### src/rtl/dat_mem_ctl.sv
// Single-port word memory with a request/response handshake and a
// whole-array fill sequencer. Clear and reset both run the fill.
//
// state    | meaning
// ST_CLEAR | writing FILL to every word, one address per cycle (Busy)
// ST_IDLE  | accepting read/write requests
module dat_mem_ctl #(
  parameter int unsigned    DW   = 8,
  parameter int unsigned    AW   = 8,
  parameter logic [DW-1:0]  FILL = '0
) (
  input  logic          CLK,
  input  logic          ResetN,
  input  logic          Clear,
  input  logic          ReqValid,
  output logic          ReqRdy,
  input  logic          ReqWe,
  input  logic [AW-1:0] ReqAdr,
  input  logic [DW-1:0] ReqData,
  output logic          RspValid,
  input  logic          RspRdy,
  output logic [DW-1:0] RspData,
  output logic          Busy
);

  typedef enum logic {ST_CLEAR = 1'b0, ST_IDLE = 1'b1} state_t;

  localparam int unsigned   DEPTH    = 1 << AW;
  localparam logic [AW-1:0] CNT_LAST = '1;

  state_t          state_q, state_d;
  logic [AW-1:0]   cnt_q, cnt_d;
  logic            rsp_valid_q, rsp_valid_d;
  logic [DW-1:0]   rsp_data_q, rsp_data_d;
  logic [DW-1:0]   mem_q [DEPTH];

  logic            req_rdy;
  logic            busy;
  logic            req_acc;
  logic            mem_we;
  logic [AW-1:0]   mem_adr;
  logic [DW-1:0]   mem_wdata;

  always_ff @(posedge CLK or negedge ResetN) begin
    if (!ResetN) begin
      state_q <= ST_CLEAR;
    end else begin
      state_q <= state_d;
    end
  end

  always_comb begin
    state_d = state_q;
    if (Clear) begin
      state_d = ST_CLEAR;
    end else begin
      case (state_q)
        ST_CLEAR: if (cnt_q == CNT_LAST) state_d = ST_IDLE;
        ST_IDLE:  state_d = ST_IDLE;
        default:  state_d = ST_CLEAR;
      endcase
    end
  end

  always_comb begin
    busy    = (state_q == ST_CLEAR);
    req_rdy = (state_q == ST_IDLE) && !Clear && (!rsp_valid_q || RspRdy);
  end

  // The Clear edge itself only restarts the counter; filling begins on the next edge.
  always_comb begin
    req_acc     = ReqValid && req_rdy;
    cnt_d       = cnt_q;
    mem_we      = 1'b0;
    mem_adr     = ReqAdr;
    mem_wdata   = ReqData;
    rsp_valid_d = rsp_valid_q;
    rsp_data_d  = rsp_data_q;
    if (Clear) begin
      cnt_d       = '0;
      rsp_valid_d = 1'b0;
    end else if (state_q == ST_CLEAR) begin
      cnt_d     = cnt_q + 1'b1;
      mem_we    = 1'b1;
      mem_adr   = cnt_q;
      mem_wdata = FILL;
    end else begin
      if (rsp_valid_q && RspRdy) begin
        rsp_valid_d = 1'b0;
      end
      if (req_acc) begin
        if (ReqWe) begin
          mem_we = 1'b1;
        end else begin
          rsp_valid_d = 1'b1;
          rsp_data_d  = mem_q[ReqAdr];
        end
      end
    end
  end

  always_ff @(posedge CLK or negedge ResetN) begin
    if (!ResetN) begin
      cnt_q       <= '0;
      rsp_valid_q <= 1'b0;
      rsp_data_q  <= '0;
    end else begin
      cnt_q       <= cnt_d;
      rsp_valid_q <= rsp_valid_d;
      rsp_data_q  <= rsp_data_d;
    end
  end

  // Storage is deliberately not reset; the fill sequence initialises it.
  always_ff @(posedge CLK) begin
    if (mem_we) begin
      mem_q[mem_adr] <= mem_wdata;
    end
  end

  assign ReqRdy   = req_rdy;
  assign Busy     = busy;
  assign RspValid = rsp_valid_q;
  assign RspData  = rsp_data_q;

endmodule

### config.mk
export PLATFORM = sky130hd
export DESIGN_NAME = dat_mem_ctl
export DESIGN_NICKNAME = d
export VERILOG_FILES = /design/src/rtl/dat_mem_ctl.sv
export SDC_FILE = /design/constraint.sdc
export NUM_CORES = 2
export LEC_CHECK = 0
export CORE_MARGIN = 1
export CORE_UTILIZATION = 60
export DETAILED_ROUTE_END_ITERATION = 16
export PLACE_DENSITY = 0.75
export REMOVE_ABC_BUFFERS = 1
export SLEW_MARGIN = 10
export SYNTH_ARGS = -nofsm -noshare
export SYNTH_HDL_FRONTEND = slang
export SYNTH_SLANG_ARGS = --single-unit
### constraint.sdc
create_clock -name CLK -period 15.3 [get_ports CLK]
set_clock_uncertainty 0.05 [all_clocks]
set_input_delay 1.53 -clock CLK [delete_from_list [all_inputs] [get_ports CLK]]
set_output_delay 1.53 -clock CLK [all_outputs]
set_load 0.005 [all_outputs]
[Word level (Yosys, flattened, before mapping)]
Memory sizes are Yosys's and may differ from the RTL's. A register that Yosys moved wholly into a read port is not among the register bits.
Index checks and enable logic that the tools add are counted.
Storage, ports and cells
  output and inout bits: 11
  memories kept: 1
  RAM bits: 2048
  bits in registers: 10
  logic and storage cells: 40
  input port bits: 22
Operators by class
  equality and inequality tests: 2
  reductions and logical operators: 10
  multiplexer cells: 20
  bitwise logic cells: 3
  add/subtract/negate cells: 1
Memory list
  mem_q: depth 256, width 8, rd ports 1, clocked after Yosys merged registers in 1, wr ports 1, line 35  | logic [DW-1:0] mem_q [DEPTH];
Operators by type and width (number)
  2-to-1 mux 8 bit: 6
  2-to-1 mux 1 bit: 13
  adder 8 x 1 -> 8 bit, second input constant: 1
  == test 8 bit, second input constant: 1
  logical AND 1 bit: 4
  AND reduction 4 bit: 1
  logical NOT 1 bit: 3
  inverter 1 bit: 3
  != test 2 bit, second input constant: 1
  one-hot mux 1 bit (2 select lines): 1
  nonzero test 2 bit: 1
  logical OR 1 bit: 1

[Depth between registers and ports, before layout]
  word-level depth: 9
  mapped depth: 12

[Worst setup path after synthesis]
OpenSTA, ideal clock, no wires.
  path kind: input-to-reg
  from: input port Clear
  to: memory mem_q[0][0], data pin
  required time: 14381 ps
  data arrival time: 5296 ps
  path slack: 9085 ps
  library setup time: 869 ps
  stages: 4
  cells stage by stage: or2_2 clkbuf_1 clkbuf_1 and2_1
On the way
  cells in the longest elaborated chain, start to end: 1
Ends and longest elaborated chain
  from (decl): line 14  | input logic Clear,
  2-to-1 mux 8 bit: line 79  | if (Clear) begin
  via mem_wdata[0]: line 42  | logic [DW-1:0] mem_wdata;
  to (decl): line 35
The timed path passes the listed nets, and every way through them passes these cells.

==> metrics.cfg <==
[place]
port_buffers=32
place_congestion=0.9456
dp_hpwl_mm=124.3
place_inst=5744

[yosys]
synthFlopType=edfxtp_1
ys_async_sr_fraction=0.008712
yosys_warnings=0
yosys-top-cells-area=edfxtp_1 76%, mux4_2 8.8%, mux2i_1 4.8%
syn_area_per_cell_um2=19.77
synth_cell_type_count=73
synth_edf_count=2048
yosys.area.top_type=edfxtp_1
netlist_area_um2=81140
syn_inst=4104
ys_ff_latch=2066
synth.yosys.seq_area_share=0.7635
synth_top_area_frac=0.7579

[sta]
fmax_mhz=166.1
maxSlewViolCount=0
finalCriticalPeriod_ps=6020
worst_pin_slew_ps=1265
rsz0062_at_grt=no
finalSetupTns_ps=0
setup_viol=0
max_slew_margin=0.1437
post-route-period-util=0.3935
final_hold_viol_count=0

[cts]
cts_buffers=196
h-tree-depth=4
cts_tree=built
root_buffer=clkbuf_16
cts_sinks=2066
hold_buffers=0
clk_pin_slew_worst_paths_ps=70
cts_buffer_depth=3
post_cts_buffers=0
cts_resized=0
worstSkewPairLatency_ps=860

[routing]
drtIter0Drc=6558
post_drt_wl_per_cell_um=33.65
firstDrtPassIters=14
drc=1
viasPerCell=6.903
routed_wl_mm=205.7
drtAntennaViolNets=0
vias=42190

[worst_setup_path]
critPathKind=in -> reg
crit_top_cell=buf_4
worstPathBufferInverterCount=4
cpMaxStageDelayCell=buf_4
end_kind=flop
worstPathCellList=buf_8 > buf_4 > buf_4 > buf_4 > or3_1 > o221ai_1 > a221oi_2 > a21oi_1 > a21oi_1 > nor4_1 > a211o_1
arrival_ps=6700
crit_required_ps=15980
max_stage_delay_ps=730
worst-path-max-fanout=68
cp_top_family=buffers and inverters
start_kind=input port

[grt]
antenna_found_initial=8
grt_usage=0.3045
grt_max_degree=257
grt_pass1_vias=41077
grt_pass1_wl_mm=294.8
overflow=0

[power_and_ir_drop]
vdd_drop_max_v=0.0001108
power_density_nw_per_um2=128.2
power_mw=11.38
power.leakage_nw=28.44

[die]
top_level_ports=33
die_w_um=369.7
floorplan.initialDensity=0.6065
rows=134
fp.coreArea_um2=133800
dieArea_um2=136700
die_h_um=369.7

[run_status]
outcome=finished with violations
failed_checks=design-rule violations

[min_path]
hold_path_class=reg -> reg

[finish]
mostFrequentLayoutCell=edfxtp_1
finalNonFillerCells=6112
final_util=0.6636
nets=4198
drive_above_1_share=0.1654
syn_to_final_growth_pct=9.430
final_cell_mix=2048 x edfxtp_1, 387 x mux2i_1, 316 x mux4_2, 290 x nor2_1, 197 x clkbuf_16

[flow_run]
cap_violations=0

-- sequential cells by signal, indices dropped and copies added, names as in the netlist --
register,cells
mem_q,2048
cnt_q,8
RspValid,1
state_q,1
RspData,8
-- where the power goes --
part | switching, mW | internal [mW]
logic | 0.380 | 0.171
registers | 0.00935 | 6.23
clock network | 2.07 | 2.52
-- final timing paths --
kind | startpoint | end | slack, ps | cells past startpoint
hold reg to reg | RspData[6] | RspData[6] | 600 | 2
setup reg to reg | state_q | mem_q[111][1] | 10930 | 4
max in group asynchronous | ResetN | RspData[6] | 13820 | 2
setup / recovery | ReqAdr[0] | RspData[7] | 9280 | 11
min in group asynchronous | ResetN | RspData[0] | 1060 | 2
hold / removal | RspData[6] | RspData[6] | 600 | 2
-- synth_stat cells (all sizes together), types with 5 or more instances --
library cell	instances
a2111oi	10
a211o	5
a211oi	45
a21oi	75
a221oi	34
a22o	5
a31oi	14
and2	17
buf	175
clkbuf	72
dfrtp	18
edfxtp	2048
inv	5
mux2	5
mux2i	387
mux4	337
nand2	134
nand3	38
nand3b	10
nand4	8
nor2	292
nor2b	7
nor3	33
nor3b	5
nor4	5
o21ai	67
o221ai	68
o22ai	115
o31ai	7
or3	9
or4	5
-- routing by layer --
metal,global-route usage,part of all wire,wire length (um)
met5,0,0.00013,27
met2,0.4515,0.46,94510
met4,0.1238,0.043,8795
met3,0.07811,0.12,25680
met1,0.4375,0.37,76680
-- cell families (layout without fill, tap and decap cells) --
family / count (synthesis) / count (layout) / share of synthesized area
DFF: 2066 / 2066 / 0.7635
muxes: 729 / 729 / 0.1429
and+or+nand+nor: 577 / 577 / 0.03107
AOI/OAI and AO/OA: 471 / 471 / 0.04000
buffers and inverters: 253 / 485 / 0.02157
xor gates and xnor gates: 7 / 7 / 0.0007556
adders and majority gates: 1 / 1 / 0.0001542
other: 0 / 8 / 0
-- area by class of cell --
cell class | instances | area [um2]
Clock inverter | 111 | 859.6
Timing Repair Buffer | 121 | 1087
Inverter | 5 | 21.27
Clock buffer | 248 | 5141
Fill cell | 8438 | 45000
Antenna cell | 8 | 20.02
Tap cell | 1768 | 2212
Multi-Input combinational cell | 1785 | 17500
Sequential cell | 2066 | 61950
-- tightest hold or removal path: stages (launching register included) --
cell and delay, ps:
dfrtp_1 450, nand2_1 70, o311ai_0 80
-- per-stage QoR --
step	hold slack [ps]	area [um2]	setup slack [ps]
after detailed placement	556.5	82740	8686
final	597.7	88790	9280
after CTS	570.2	88740	9422
after floorplan	433.8	79410	9280
after global routing	627.0	88780	9110
after global placement	534.3	82710	7813
(Power assumes the default switching activity.)
